**config.mk**
```make
export PLATFORM = sky130hd
export DESIGN_NAME = router_port_tx_flat
export DESIGN_NICKNAME = d
export VERILOG_FILES = /design/src/rtl/router_port_tx_if.sv /design/src/rtl/router_port_tx.sv /design/src/flat_wrapper.sv
export SDC_FILE = /design/constraint.sdc
export NUM_CORES = 1
export LEC_CHECK = 0
export BUFFER_PORTS_ARGS = -buffer_cell sky130_fd_sc_hd__buf_2
export CORE_MARGIN = 5
export CORE_UTILIZATION = 50
export DETAILED_ROUTE_END_ITERATION = 7
export PLACE_DENSITY_LB_ADDON = 0.08
export SLEW_MARGIN = 20
export SYNTH_ARGS = -nofsm -noshare
export SYNTH_HDL_FRONTEND = slang
export SYNTH_SLANG_ARGS = --single-unit
```
**constraint.sdc**
```tcl
create_clock -name clock -period 4.2 [get_ports clock]
set_clock_uncertainty 0.2 [all_clocks]
set_input_delay 0.42 -clock clock [delete_from_list [all_inputs] [get_ports clock]]
set_output_delay 0.42 -clock clock [all_outputs]
set_load 0.05 [all_outputs]
```
**src/rtl/router_port_tx_if.sv**
```systemverilog
`default_nettype none
// ---------------------------------------------------------------------------
// router_port_tx_if : payload write handshake into a router output port (rev 1.0)
// ---------------------------------------------------------------------------
interface router_port_tx_if;
   logic        wr_valid;
   logic [31:0] wr_data;
   logic        wr_ready;

   modport master (output wr_valid, output wr_data, input wr_ready);
   modport slave  (input wr_valid, input wr_data, output wr_ready);
endinterface
`default_nettype wire

```
**src/rtl/router_port_tx.sv**
```systemverilog
`default_nettype none
// ---------------------------------------------------------------------------
// router_port_tx : FIFO-buffered 32-bit serializer for one router output port (rev 1.0)
// ---------------------------------------------------------------------------
module router_port_tx #(
   parameter int DEPTH   = 4,
   parameter int MIN_GAP = 1
) (
   input  wire logic                  clock,
   input  wire logic                  reset_n,
   router_port_tx_if.slave            wr,
   output logic                       dout,
   output logic                       valido_n,
   output logic                       frameo_n,
   output logic                       pkt_done,
   output logic                       busy,
   output logic [$clog2(DEPTH):0]     fifo_count
);
   localparam int AW = $clog2(DEPTH);
   localparam int CW = AW + 1;
   localparam int GW = $clog2(MIN_GAP + 1);

   typedef enum logic [1:0] {
      IDLE  = 2'd0,
      SHIFT = 2'd1,
      GAP   = 2'd2
   } state_t;

   logic [31:0]   fifo_mem [DEPTH];
   logic [AW-1:0] wr_ptr_q, wr_ptr_d;
   logic [AW-1:0] rd_ptr_q, rd_ptr_d;
   logic [CW-1:0] count_q, count_d;

   state_t        state_q, state_d;
   // Bit 0 goes straight to dout on load, so only bits 31..1 need holding.
   logic [30:0]   shreg_q, shreg_d;
   logic [4:0]    bit_cnt_q, bit_cnt_d;
   logic [GW-1:0] gap_cnt_q, gap_cnt_d;
   logic          dout_q, dout_d;
   logic          valido_n_q, valido_n_d;
   logic          frameo_n_q, frameo_n_d;
   logic          pkt_done_q, pkt_done_d;

   logic          push;
   logic          pop;
   logic [31:0]   head;

   assign wr.wr_ready = (count_q != CW'(DEPTH));
   assign push        = wr.wr_valid && wr.wr_ready;
   assign head        = fifo_mem[rd_ptr_q];

   always_comb begin
      state_d    = state_q;
      shreg_d    = shreg_q;
      bit_cnt_d  = bit_cnt_q;
      gap_cnt_d  = gap_cnt_q;
      dout_d     = dout_q;
      valido_n_d = valido_n_q;
      frameo_n_d = frameo_n_q;
      pkt_done_d = 1'b0;
      pop        = 1'b0;

      case (state_q)
         IDLE: begin
            pop = (count_q != '0);
         end
         SHIFT: begin
            if (bit_cnt_q == 5'd31) begin
               state_d    = GAP;
               gap_cnt_d  = GW'(MIN_GAP);
               dout_d     = 1'b0;
               valido_n_d = 1'b1;
               frameo_n_d = 1'b1;
            end else begin
               bit_cnt_d  = bit_cnt_q + 5'd1;
               shreg_d    = {1'b0, shreg_q[30:1]};
               dout_d     = shreg_q[0];
               frameo_n_d = (bit_cnt_q == 5'd30);
               pkt_done_d = (bit_cnt_q == 5'd30);
            end
         end
         GAP: begin
            if (gap_cnt_q == GW'(1)) begin
               if (count_q != '0) begin
                  pop = 1'b1;
               end else begin
                  state_d = IDLE;
               end
            end else begin
               gap_cnt_d = gap_cnt_q - GW'(1);
            end
         end
         default: begin
            state_d = IDLE;
         end
      endcase

      // A pop always starts a new packet with bit 0 on the pins.
      if (pop) begin
         state_d    = SHIFT;
         shreg_d    = head[31:1];
         bit_cnt_d  = 5'd0;
         dout_d     = head[0];
         valido_n_d = 1'b0;
         frameo_n_d = 1'b0;
      end
   end

   always_comb begin
      wr_ptr_d = push ? wr_ptr_q + AW'(1) : wr_ptr_q;
      rd_ptr_d = pop  ? rd_ptr_q + AW'(1) : rd_ptr_q;
      count_d  = count_q + CW'(push) - CW'(pop);
   end

   always_ff @(posedge clock) begin
      if (push) begin
         fifo_mem[wr_ptr_q] <= wr.wr_data;
      end
   end

   always_ff @(posedge clock or negedge reset_n) begin
      if (!reset_n) begin
         state_q    <= IDLE;
         shreg_q    <= '0;
         bit_cnt_q  <= '0;
         gap_cnt_q  <= '0;
         dout_q     <= 1'b0;
         valido_n_q <= 1'b1;
         frameo_n_q <= 1'b1;
         pkt_done_q <= 1'b0;
         wr_ptr_q   <= '0;
         rd_ptr_q   <= '0;
         count_q    <= '0;
      end else begin
         state_q    <= state_d;
         shreg_q    <= shreg_d;
         bit_cnt_q  <= bit_cnt_d;
         gap_cnt_q  <= gap_cnt_d;
         dout_q     <= dout_d;
         valido_n_q <= valido_n_d;
         frameo_n_q <= frameo_n_d;
         pkt_done_q <= pkt_done_d;
         wr_ptr_q   <= wr_ptr_d;
         rd_ptr_q   <= rd_ptr_d;
         count_q    <= count_d;
      end
   end

   assign dout       = dout_q;
   assign valido_n   = valido_n_q;
   assign frameo_n   = frameo_n_q;
   assign pkt_done   = pkt_done_q;
   assign fifo_count = count_q;
   assign busy       = (count_q != '0) || (state_q != IDLE);

endmodule
`default_nettype wire

```
**src/flat_wrapper.sv**
```systemverilog
// flat-port wrapper written by rule: the top's interface ports become plain ports
module router_port_tx_flat 
#(
   parameter int DEPTH   = 4,
   parameter int MIN_GAP = 1
)
  (clock, reset_n, dout, valido_n, frameo_n, pkt_done, busy, fifo_count, wr_wr_valid, wr_wr_data, wr_wr_ready);
  router_port_tx_if wr_i ();
  input  wire logic clock;
  input  wire logic reset_n;
  output logic dout;
  output logic valido_n;
  output logic frameo_n;
  output logic pkt_done;
  output logic busy;
  output logic [$clog2(DEPTH):0] fifo_count;
  input wire logic [$bits(wr_i.wr_valid)-1:0] wr_wr_valid;
  input wire logic [$bits(wr_i.wr_data)-1:0] wr_wr_data;
  output wire logic [$bits(wr_i.wr_ready)-1:0] wr_wr_ready;
  assign wr_i.wr_valid = wr_wr_valid;
  assign wr_i.wr_data = wr_wr_data;
  assign wr_wr_ready = wr_i.wr_ready;
  router_port_tx #(.DEPTH(DEPTH), .MIN_GAP(MIN_GAP)) u_core (.clock(clock), .reset_n(reset_n), .wr(wr_i), .dout(dout), .valido_n(valido_n), .frameo_n(frameo_n), .pkt_done(pkt_done), .busy(busy), .fifo_count(fifo_count));
endmodule
```
---- After elaboration in Yosys (flattened, before gate mapping) ----
Memories as Yosys holds them, arrays and structs flattened.
Index checks and enable logic that the tools add are counted.
word-level totals
  register bits after elaboration ......... 50
  bits in writable memories ............... 128
  input port bits ......................... 35
  output and inout port bits .............. 9
  word-level logic and storage cells ...... 70
  memories kept ........................... 1
memory list
  memory           words  bits a word  rd ports  clocked after memory_dff  wr ports  RTL line              source
  u_core.fifo_mem  4      32           1         0                         1         router_port_tx.sv:29  logic [31:0] fifo_mem [DEPTH];
cells by class
  add/subtract/negate cells ............... 6
  equal/unequal tests ..................... 11
  muxes and demuxes ....................... 29
  reductions and logical operators ........ 12
operator list
  operator               number
  $mux W31               3
  $mux W1                16
  $mux W5                3
  $eq A5 B5 Y1 const B   2
  $mux W2                4
  $reduce_bool A2 Y1     4
  $ne A2 B1 Y1 const B   3
  $ne A3 B1 Y1 const B   2
  $pmux W2 S3            1
  $reduce_and A2 Y1      3
  $add A5 B1 Y5 const B  1
  $add A2 B1 Y2 const B  2
  $pmux W1 S2            2
  $reduce_and A4 Y1      1
  $add A3 B1 Y3          1
  $ne A3 B2 Y1 const B   1
  $ne A3 B3 Y1 const B   1
  $reduce_bool A3 Y1     1
  $sub A3 B1 Y3          1
  $eq A2 B1 Y1 const B   1
  $eq A2 B2 Y1 const B   1
  $logic_not A2 Y1       1
  $logic_and A1 B1 Y1    1
  $logic_or A1 B1 Y1     1
  $sub A1 B1 Y1 const B  1

---- Logic depth before layout (Yosys ltp) ----
Gate-level depths: netlist of the first run.
  depth in word-level cells ............... 6
  depth in mapped cells ................... 9
  depth with buffers taken out ............ 7

---- Worst setup path before layout of the first run ----
OpenSTA, ideal clock, no wires.
  path type ............................... reg-to-reg
  start ................................... reg u_core.count_q[2] (netlist: u_core.fifo_count[2])
  end ..................................... reg u_core.count_q[2] (netlist: u_core.fifo_count[2])
  library setup time ...................... 0.143 ns
  data arrival time ....................... 2.257 ns
  path slack .............................. 1.600 ns
  stages on the path, launching flop included .. 9
  period minus slack after synthesis ...... 2.600 ns
  path through ............................ dfrtp_1 or3_1 buf_2 nand3_1 o21ai_0 ha_1 fa_1 xor2_1 xnor2_1
between the ends
  cells in the longest elaborated chain, start to end .. 5
ends and longest elaborated chain
  element                                                RTL line               source
  start, declared                                        router_port_tx.sv:32   logic [CW-1:0] count_q, count_d;
  start signal, assigned                                 router_port_tx.sv:145  count_q <= count_d;
  branches (longest 4 deep; another with $add A3 B1 Y3)  -
  $sub A3 B1 Y3 (*)                                      router_port_tx.sv:112  count_d = count_q + CW'(push) - CW'(pop);
  net u_core.count_d[2]                                  router_port_tx.sv:32
Mark *: on every way through the listed nets, which the timed path passes.
A chain may end at the register's enable or synchronous reset.

---- Final worst setup path of the first run ----
  start ................................... reg u_core.count_q[2] (netlist: u_core.fifo_count[2])
  end ..................................... out busy
between the ends
  cells in the longest elaborated chain, start to end .. 2
ends and longest elaborated chain
  element             RTL line               source
  $reduce_bool A3 Y1  router_port_tx.sv:154  assign busy = (count_q != '0) || (state_q != IDLE);
  $logic_or A1 B1 Y1  router_port_tx.sv:154
  end, declared       flat_wrapper.sv:15     output logic busy;
No other way between the ends.

==> run_results.csv, run 1 <==
group,metric,value,unit
sta,setup_violations,0,
sta,clock.fmax,390,MHz
finish,diodes,0,
floorplan,die-width,128,um
sta,tns,0,ns
pwr,seq_power_share,45.6,%
pwr,p_leak,2.99,nW
flow_run,timing.max_cap.violations,0,
placement,dp_cells,578,
placement,gp_congestion,0.832,
yosys,synthMostInstantiatedCell,"edfxtp_1",
clock_network,cts.clk_slew.worst_paths,0.06,ns
pwr,power_frac_clock,25.5,%
sta,worst_slew_margin_rel,47.0,%
yosys,syn-cell-area,6950,um2
finish,finalNonFillerCells,630,
clock_network,clk_latency,0.42,ns
yosys,synth_nets,409,
yosys,synth.avg_cell_area,19.0,um2
yosys,synth_warnings,0,
yosys,netlist_top_cells_area,"edfxtp_1 (55%), dfrtp_1 (17%), mux4_2 (10%)",
finish,finish.utilization,58.8,%
drt,antenna_left,0,
floorplan,io_pins,44,
sta,period_share,61.1,%
critical_path,r2r_end,"u_core.fifo_count[2]$_DFF_PN0_",
finish,fin_nets,481,
clock_network,cts_sinks,178,
drt,drtIter0Drc,283,
critical_path,path_depth,3,
pwr,internal_power,4.04,mW
floorplan,fp.dieH,128,um
clock_network,post-cts-setup-buffer-count,0,
critical_path,cp-end-kind,"output pin",
critical_path,worstPathCellList,"or3_1 -> or3_1 -> buf_2",
critical_path,path_delay_family,"simple AND/OR/NAND/NOR gates",
placement,post-place-ws,1.76,ns
critical_path,crit_top_cell,"or3_1",
min_path,hold_class,"in2reg",
sta,period_minus_slack,2.57,ns
pwr,peakVddDrop,292,uV
critical_path,cp-endpoint,"busy",
yosys,yosys_register_bits,178,
sta,fin_ws,1.63,ns
critical_path,path_max_fanout,8,
critical_path,critical-path-max-stage-delay,0.52,ns
grt,grt_pass1_wl,20.2,mm
critical_path,crit_type,"reg2out",
sta,final_max_slew_viol_count,0,
sta,rsz0062_at_grt,"no",
finish,area_growth,16.6,%
critical_path,crit_path_start_kind,"flip-flop",
grt,grt_max_degree,51,
grt,met1_usage,22.2,%
clock_network,cts_tree,"yes",
grt,grt.overflow.total,0,
yosys,netlist_instances,365,
placement,dp.final_hpwl,7.01,mm
yosys,async_flop_share,28.1,%
grt,grt_antenna_before_repair,0,
clock_network,cts_root_buffer,"clkbuf_16",
drt,vias,3511,
grt,first_global_vias,3710,
clock_network,cts_htree_levels,4,
placement,io_buffers,43,
yosys,netlist_top_cells_count,"edfxtp_1 (128), dfrtp_1 (48), and2_1 (33)",
yosys,synth_ff_type,"edfxtp_1",
yosys,synth.distinct_cells,37,
yosys,synth_top_cell_area_share,55.3,%
grt,grtUsageMet2,26.8,%
critical_path,r2r_cells,7,
yosys,synth_top_area_cell,"edfxtp_1",
floorplan,initial_utilization,50.4,%
pwr,swShare,30.2,%
critical_path,crit_required,3.58,ns
grt,grt_most_used_layer,"met2",
finish,drive_gt1_share,26.4,%
run_status,outcome,"complete, no violations",
critical_path,reg2reg_from,"u_core.fifo_count[2]$_DFF_PN0_",
critical_path,r2r_slack,1.73,ns
clock_network,numCtsBuffers,17,
critical_path,startpoint,"u_core.fifo_count[2]$_DFF_PN0_",
drt,wl,12.5,mm
floorplan,die_area,16400,um2
sta,hold_viol_final,0,
drt,wl_per_cell,19.9,um
floorplan,floorplan.rows,43,
pwr,combPwrFrac,28.9,%
floorplan,core,13800,um2
grt,grt.total_usage,16.6,%
drt,drc_errors,0,
grt,grt_use_met3,3.46,%
clock_network,clockBufferDepth,2,
drt,vias_per_cell,5.57,
pwr,power.density,714,nW/um2
pwr,total_power,5.79,mW
pwr,p_sw,1.75,mW
critical_path,cp_num_buf_inv,1,
drt,drt_pass1_iterations,4,
yosys,seq_area_frac_synth,73.4,%
yosys,synth_edf_count,128,
critical_path,critPathArrivalTime,1.95,ns
critical_path,critPathSlowestCell,"or3_1",
sta,worst_pin_slew,0.795,ns
## worst reg2reg max path: stages, from the launching register on
cell and delay, ns:
dfrtp_1 0.43, or3_1 0.52, nand3_1 0.24, o21ai_0 0.11, ha_1 0.20, fa_1 0.38, xor2_1 0.16, xnor2_1 0.12
## flip-flops by register name, indices dropped and copies added (netlist names)
| signal | flops |
|---|---|
| u_core.fifo_mem | 128 |
| u_core.shreg_q | 31 |
| u_core.bit_cnt_q | 5 |
| u_core.fifo_count | 3 |
| u_core.rd_ptr_q | 2 |
| u_core.state_q | 2 |
| u_core.wr_ptr_q | 2 |
| u_core.dout | 1 |
| u_core.frameo_n | 1 |
| u_core.gap_cnt_q | 1 |
| u_core.pkt_done | 1 |
| u_core.valido_n | 1 |
## worst min path at each step
stage | cells after the start | from | slack (ns) | end
detailed placement | 1 | u_core.shreg_q[8]$_DFFE_PN0P_ | 0.29 | u_core.shreg_q[8]$_DFFE_PN0P_
floorplan | 0 | reset_n | -0.08 | u_core.bit_cnt_q[0]$_DFFE_PN0P_
finish | 1 | wr_wr_data[11] | 0.02 | u_core.fifo_mem[3][11]$_DFFE_PP_
CTS | 1 | wr_wr_data[25] | 0.0001 | u_core.fifo_mem[1][25]$_DFFE_PP_
global route | 1 | wr_wr_data[18] | 0.02 | u_core.fifo_mem[1][18]$_DFFE_PP_
global placement | 1 | u_core.shreg_q[27]$_DFFE_PN0P_ | 0.29 | u_core.shreg_q[27]$_DFFE_PN0P_
## per-layer routing
layer  up-vias  part of all wire, %
met2        84                   49
met5         -                    0
li1       1597                    -
met1      1813                   45
met3        17                  4.2
met4         0                  1.4
## power groups by stage
stage	Clock, mW	Sequential (mW)	Combinational [mW]
finish	1.48	2.64	1.67
global route	1.59	2.69	1.83
CTS	1.51	2.64	1.70
detailed placement	0	2.67	1.68
global placement	0	2.65	1.66
floorplan	0	2.62	1.29
## final cells by class
type                            instances  area (um2)
Fill cell                            1085        5670
Clock inverter                         13         119
Multi-Input combinational cell        158        1700
Clock buffer                           19         433
Tap cell                              180         225
Inverter                                9        33.8
Timing Repair Buffer                   73         490
Sequential cell                       178        5100
## what timing repair did
item / CTS / global route
endpoints found under the setup margin: 0 / 0
hold buffers: 20 / 0
gates resized for setup: 0 / 0
endpoints found under the hold margin: 120 / 0
## placed cells by master (no fill, tap or decap), types with 2 or more instances in the layout
cell type,instances
xnor2_1,4
clkinv_1,5
o21ai_0,6
clkbuf_16,17
buf_2,43
or3_1,5
dfrtp_1,47
nor2b_1,2
mux4_2,32
and2_1,33
dlygate4sd3_1,20
nand4_1,4
a221o_1,30
nand2_1,7
ha_1,8
buf_4,10
clkinv_4,2
inv_1,9
edfxtp_1,128
dfstp_2,2
bufinv_16,2
clkbuf_1,2
mux2_2,2
nor2_1,2
nand2b_1,3
nand3_1,2
clkinv_2,3
a21oi_1,3
## per-stage QoR
| stage | cell area [um2] | hold WS (ns) |
|---|---|---|
| after detailed placement | 7350 | 0.292 |
| after global routing | 8100 | 0.0153 |
| final | 8100 | 0.0195 |
| after CTS | 8100 | 0.000150 |
| after global placement | 7350 | 0.287 |
| after floorplan | 6950 | -0.0756 |
## cell families after synthesis
family                     Yosys count  synth area share [%]
xor gates and xnor gates             5                 0.630
muxes                               34                  10.7
buffers and inverters               29                  2.14
DFF                                178                  73.4
and+or+nand+nor                     64                  5.62
AOI/OAI and AO/OA                   46                  5.80
adders and majority gates            9                  1.73
Note: power is estimated with default switching activity, not from simulation.
==> inputs of run 2 (changes only) <==
Settings changed: ABC_AREA from default to 1.
Clock period 4.2 ns to 2.07 ns, I/O delays scaled along.
==> run_results.csv, run 2 <==
group,metric,value,unit
run_status,outcome,"complete, no violations",
sta,setup_violations,0,
finish,largestRegisters,"u_core.fifo_mem (128), u_core.shreg_q (31), u_core.bit_cnt_q (5)",
yosys,synth_top_cell_area_share,49.5,%
finish,diodes,0,
clock_network,cts_sinks,178,
sta,rsz0062_at_grt,"no",
critical_path,crit_path_start_kind,"flip-flop",
clock_network,post-cts-setup-buffer-count,0,
placement,placed_area,8290,um2
finish,drive_gt1_share,13.7,%
finish,largest_register,"u_core.fifo_mem",
grt,grt_pass1_wl,26.2,mm
critical_path,path_max_fanout,3,
drt,antenna_left,0,
drt,drt_pass1_iterations,4,
pwr,internal_power,8.32,mW
finish,final_common_cell,"nand2_1",
min_path,hold_class,"in2async",
grt,grt.overflow.total,0,
drt,vias_per_cell,4.94,
sta,hold_viol_final,0,
yosys,netlist_top_cells_area,"edfxtp_1 (50%), dfrtp_1 (15%), nand2_1 (12%)",
yosys,synth_ff_type,"edfxtp_1",
floorplan,core,15200,um2
finish,largest_reg_flops,128,
sta,final_max_slew_viol_count,0,
pwr,combPwrFrac,34.7,%
grt,grt_max_degree,45,
drt,wl_per_cell,14.7,um
floorplan,floorplan.rows,45,
sta,period_share,93.6,%
pwr,seq_power_share,40.4,%
yosys,yosys_register_bits,178,
pwr,power_frac_clock,24.9,%
pwr,total_power,13.1,mW
sta,clock.fmax,516,MHz
yosys,async_flop_share,28.1,%
finish,fin_nets,901,
clock_network,cts.clk_slew.worst_paths,0.06,ns
clock_network,cts_root_buffer,"clkbuf_16",
pwr,peakVddDrop,756,uV
sta,tns,0,ns
placement,post-place-ws,0.123,ns
clock_network,clockBufferDepth,2,
yosys,netlist_top_cells_count,"nand2_1 (244), inv_1 (140), nand3_1 (135)",
grt,first_global_vias,5243,
yosys,seq_area_frac_synth,65.7,%
clock_network,cts_tree,"yes",
floorplan,die_area,18100,um2
sta,period_minus_slack,1.94,ns
placement,gp_congestion,0.716,
critical_path,critPathArrivalTime,2.04,ns
sta,worst_slew_margin_rel,63.7,%
placement,dp.final_hpwl,9.20,mm
floorplan,initial_utilization,51.1,%
yosys,synth.avg_cell_area,10.0,um2
pwr,p_leak,4.26,nW
clock_network,numCtsBuffers,17,
yosys,syn-cell-area,7760,um2
yosys,synth_warnings,0,
floorplan,die-width,135,um
finish,design_area,9250,um2
floorplan,fp.dieH,135,um
drt,drtIter0Drc,319,
clock_network,cts_htree_levels,4,
clock_network,clk_latency,0.43,ns
pwr,p_sw,4.81,mW
drt,vias,5231,
floorplan,io_pins,44,
drt,drc_errors,0,
drt,wl,15.6,mm
sta,worst_pin_slew,0.544,ns
finish,layout_common_cells,"nand2_1 (243), inv_1 (138), nand3_1 (134)",
pwr,power.density,1420,nW/um2
critical_path,crit_type,"reg2reg",
grt,grt.total_usage,18.7,%
yosys,netlist_instances,776,
grt,grt_antenna_before_repair,0,
yosys,synth_nets,820,
pwr,swShare,36.6,%
critical_path,cp-end-kind,"flip-flop",
placement,io_buffers,43,
yosys,synth_edf_count,128,
critical_path,crit_required,2.17,ns
yosys,synth.distinct_cells,25,
yosys,synth_top_area_cell,"edfxtp_1",
sta,fin_ws,0.132,ns
flow_run,timing.max_cap.violations,0,
yosys,synthMostInstantiatedCell,"nand2_1",
finish,area_growth,19.1,%
[run 2: changes by cell type after synthesis, moves of 5 or more]
cell,before,now
a221o_1,30,0
buf_2,8,15
inv_1,9,140
nor2_1,2,12
buf_4,0,8
nand3_1,2,135
or3_1,5,0
mux4_2,32,0
nand2_1,7,244
and2_1,33,0
[run 2: final cells by class]
cell class	instances	area (um2)
inverters	144	543
fillers	1260	5960
repair buffers	97	810
clock buffers	17	425
multi-input cells	419	1950
flip-flops and latches	178	5100
clock inverters	15	184
well taps	188	235
[run 2: cell families after synthesis]
kind of cell    Yosys count  share of synthesized area [%]
flops                   178                           65.7
xor+xnor                  3                          0.339
fa+ha+maj                 9                           1.55
buf+inv                 179                           10.1
compound gates           10                          0.693
simple gates            397                           21.7
[run 2: routing by layer]
layer | wire length (um) | vias up | GRT usage (%)
li1 | - | 2616 | -
met1 | 6830 | 2499 | 23.3
met2 | 7770 | 96 | 31.8
met3 | 671 | 20 | 4.36
met4 | 280 | 0 | 7.13
met5 | 0 | - | 0
[run 2: power groups by stage]
| stage | logic, mW | clock network, mW | registers, mW |
|---|---|---|---|
| 6_report | 4.55 | 3.27 | 5.31 |
| 5_1_grt | 5.17 | 3.48 | 5.41 |
| 4_1_cts | 4.64 | 3.31 | 5.31 |
| 3_3_place_gp | 4.45 | 0 | 5.33 |
| 3_5_place_dp | 4.55 | 0 | 5.37 |
| 2_1_floorplan | 3.22 | 0 | 5.45 |
[run 2: critical path, cell delays in order (launching register included)]
cell,delay (ns)
dfrtp_2,0.43
inv_4,0.09
nand2_1,0.07
inv_1,0.11
nor2_4,0.04
nand2_1,0.09
o21ai_0,0.10
ha_1,0.20
fa_2,0.33
xor2_1,0.16
[run 2: path summary, 6_finish.rpt]
path | startpoint | end | cells past startpoint | slack [ns]
worst max-delay path | u_core.fifo_count[1]$_DFF_PN0_ | u_core.fifo_count[2]$_DFF_PN0_ | 9 | 0.13
worst min-delay path | reset_n | u_core.shreg_q[27]$_DFFE_PN0P_ | 2 | 0.09
worst max register to register | u_core.fifo_count[1]$_DFF_PN0_ | u_core.fifo_count[2]$_DFF_PN0_ | 9 | 0.13
worst min register to register | u_core.valido_n$_DFFE_PN1P_ | u_core.valido_n$_DFFE_PN1P_ | 2 | 0.28
max in group asynchronous | reset_n | u_core.rd_ptr_q[0]$_DFFE_PN0P_ | 3 | 1.02
min in group clock | u_core.valido_n$_DFFE_PN1P_ | u_core.valido_n$_DFFE_PN1P_ | 2 | 0.28
[run 2: what timing repair did]
item | in CTS | in global routing
hold buffers | 34 | 0
endpoints found under the hold margin | 180 | 0
setup endpoints to repair | 0 | 2
resized for setup | 0 | 2
[run 2: per-stage QoR]
step	utilization (%)	cells	hold WS (ns)
3_5_place_dp	54.5	992	0.0281
4_1_cts	60.8	1058	0.0971
6_report	60.8	1058	0.0934
2_1_floorplan	-	776	-0.289
3_3_place_gp	54.5	992	0.0180
5_1_grt	60.8	1058	0.131
==> inputs of run 3 (changes only) <==
Clock period 2.07 ns to 2.38 ns, I/O delays scaled along.
==> run_results.csv, run 3 (synthesized netlist as in run 2, its figures left out) <==
group,metric,value,unit
clock_network,cts_root_buffer,"clkbuf_16",
critical_path,r2r_cells,9,
grt,grt_max_degree,66,
pwr,total_power,11.5,mW
min_path,hold_class,"in2async",
flow_run,timing.max_cap.violations,0,
critical_path,crit_top_cell,"nand2_1",
finish,layout_common_cells,"nand2_1 (243), inv_1 (140), nand3_1 (134)",
pwr,peakVddDrop,600,uV
finish,largest_reg_flops,128,
clock_network,post_cts_resized,0,
finish,largestRegisters,"u_core.fifo_mem (128), u_core.shreg_q (31), u_core.bit_cnt_q (5)",
clock_network,cts.clk_slew.worst_paths,0.06,ns
sta,final_max_slew_viol_count,0,
pwr,power.density,1250,nW/um2
grt,grt_use_met3,3.32,%
grt,first_global_vias,5173,
grt,met1_usage,23.2,%
finish,diodes,0,
drt,drtIter0Drc,349,
clock_network,clk_latency,0.42,ns
critical_path,path_max_fanout,4,
critical_path,crit_path_start_kind,"flip-flop",
critical_path,critical-path-max-stage-delay,0.44,ns
floorplan,core,15200,um2
sta,clock.fmax,486,MHz
finish,finish.utilization,60.6,%
grt,grtUsageMet2,30.9,%
drt,antenna_left,0,
floorplan,fp.dieH,135,um
critical_path,reg2reg_from,"u_core.fifo_count[2]$_DFF_PN0_",
finish,fill_cells,1231,
finish,area_growth,18.6,%
grt,grt_most_used_layer,"met2",
drt,drt_pass1_iterations,4,
finish,regArea,5100,um2
grt,grt_antenna_before_repair,0,
sta,period_minus_slack,2.06,ns
finish,drive_gt1_share,12.0,%
sta,timing.hold.ws,0.140,ns
run_status,outcome,"complete, no violations",
critical_path,worstPathCellList,"nor2_1 -> nand2_1 -> inv_1 -> nor2_4 -> nand2_1 -> o21ai_0 -> ha_1 -> fa_1 -> xor2_1",
floorplan,die-width,135,um
sta,setup_violations,0,
sta,worst_pin_slew,0.714,ns
floorplan,die_area,18100,um2
clock_network,post-cts-setup-buffer-count,0,
drt,wl,15.2,mm
grt,grt.total_usage,18.1,%
critical_path,critPathArrivalTime,2.16,ns
clock_network,cts_sinks,178,
floorplan,floorplan.rows,45,
drt,wl_per_cell,14.4,um
floorplan,initial_utilization,51.1,%
sta,rsz0062_at_grt,"no",
placement,io_buffers,43,
critical_path,r2r_slack,0.32,ns
finish,final_common_cell,"nand2_1",
sta,fin_ws,0.321,ns
sta,worst_slew_margin_rel,52.4,%
critical_path,r2r_end,"u_core.fifo_count[2]$_DFF_PN0_",
sta,hold_viol_final,0,
critical_path,startpoint,"u_core.fifo_count[2]$_DFF_PN0_",
critical_path,crit_required,2.48,ns
clock_network,numCtsBuffers,17,
finish,largest_register,"u_core.fifo_mem",
sta,tns,0,ns
drt,drc_errors,0,
grt,grt.overflow.total,0,
placement,gp_congestion,0.762,
critical_path,crit_type,"reg2reg",
drt,vias,5207,
clock_network,cts_htree_levels,4,
critical_path,cp-end-kind,"flip-flop",
grt,grt_pass1_wl,25.6,mm
clock_network,clockBufferDepth,2,
placement,post-place-ws,0.294,ns
finish,multiInputGateArea,1930,um2
floorplan,io_pins,44,
drt,vias_per_cell,4.94,
clock_network,cts_hold_buf,34,
finish,fin_nets,897,
sta,period_share,86.5,%
placement,dp.final_hpwl,8.82,mm
clock_network,cts_tree,"yes",
pwr,p_leak,4.26,nW
critical_path,critPathSlowestCell,"dfrtp_2",
## run 3: changes by cell type in the layout (fill, tap and decap cells not counted), moves of 3 or more
cell and change:
dfrtp_1 +3, dfrtp_2 -3, clkbuf_1 +4, clkinvlp_4 -3
inv_6 -3, bufinv_16 +3
## run 3: metrics by stage
stage	std cells	instance area [um2]
3_3_place_gp	988	8220
6_report	1053	9210
5_1_grt	1053	9210
2_1_floorplan	776	7810
3_5_place_dp	988	8220
4_1_cts	1053	9210
## run 3: area by class of cell
cell class / count / area share, %
Sequential cell: 178 / 55.4
Timing Repair Buffer: 93 / 8.15
Tap cell: 188 / 2.55
Inverter: 144 / 5.87
Multi-Input combinational cell: 419 / 21.0
Clock buffer: 21 / 4.78
Clock inverter: 10 / 2.26
## run 3: critical path: cells and delay by family (launching register included)
kind / cells / cell delay (ns)
compound gates: 1 / 0.10
xor+xnor: 1 / 0.17
fa+ha+maj: 2 / 0.60
buf+inv: 1 / 0.11
flops: 1 / 0.44
simple gates: 4 / 0.32
## run 3: how the worst max path moves through the flow
stage | to | slack, ns | depth (start not counted)
6_report | u_core.fifo_count[2]$_DFF_PN0_ | 0.32 | 9
5_1_grt | u_core.fifo_count[2]$_DFF_PN0_ | 0.16 | 9
4_1_cts | u_core.fifo_count[2]$_DFF_PN0_ | 0.28 | 9
3_5_place_dp | u_core.fifo_count[2]$_DFF_PN0_ | 0.29 | 9
3_3_place_gp | u_core.fifo_count[2]$_DFF_PN0_ | 0.39 | 9
2_1_floorplan | u_core.fifo_count[2]$_DFF_PN0_ | 0.09 | 7
## run 3: metal layers
metal | share of wire (%) | routed length [um] | vias to the layer above
li1 | - | - | 2607
met4 | 1.9 | 293 | 0
met1 | 44 | 6660 | 2486
met5 | 0 | 0 | -
met2 | 51 | 7680 | 88
met3 | 3.6 | 543 | 26
## run 3: power by group
group          switching (mW)  internal (mW)
combinational            2.59           1.25
clock                    1.09           1.96
sequential              0.370           4.24
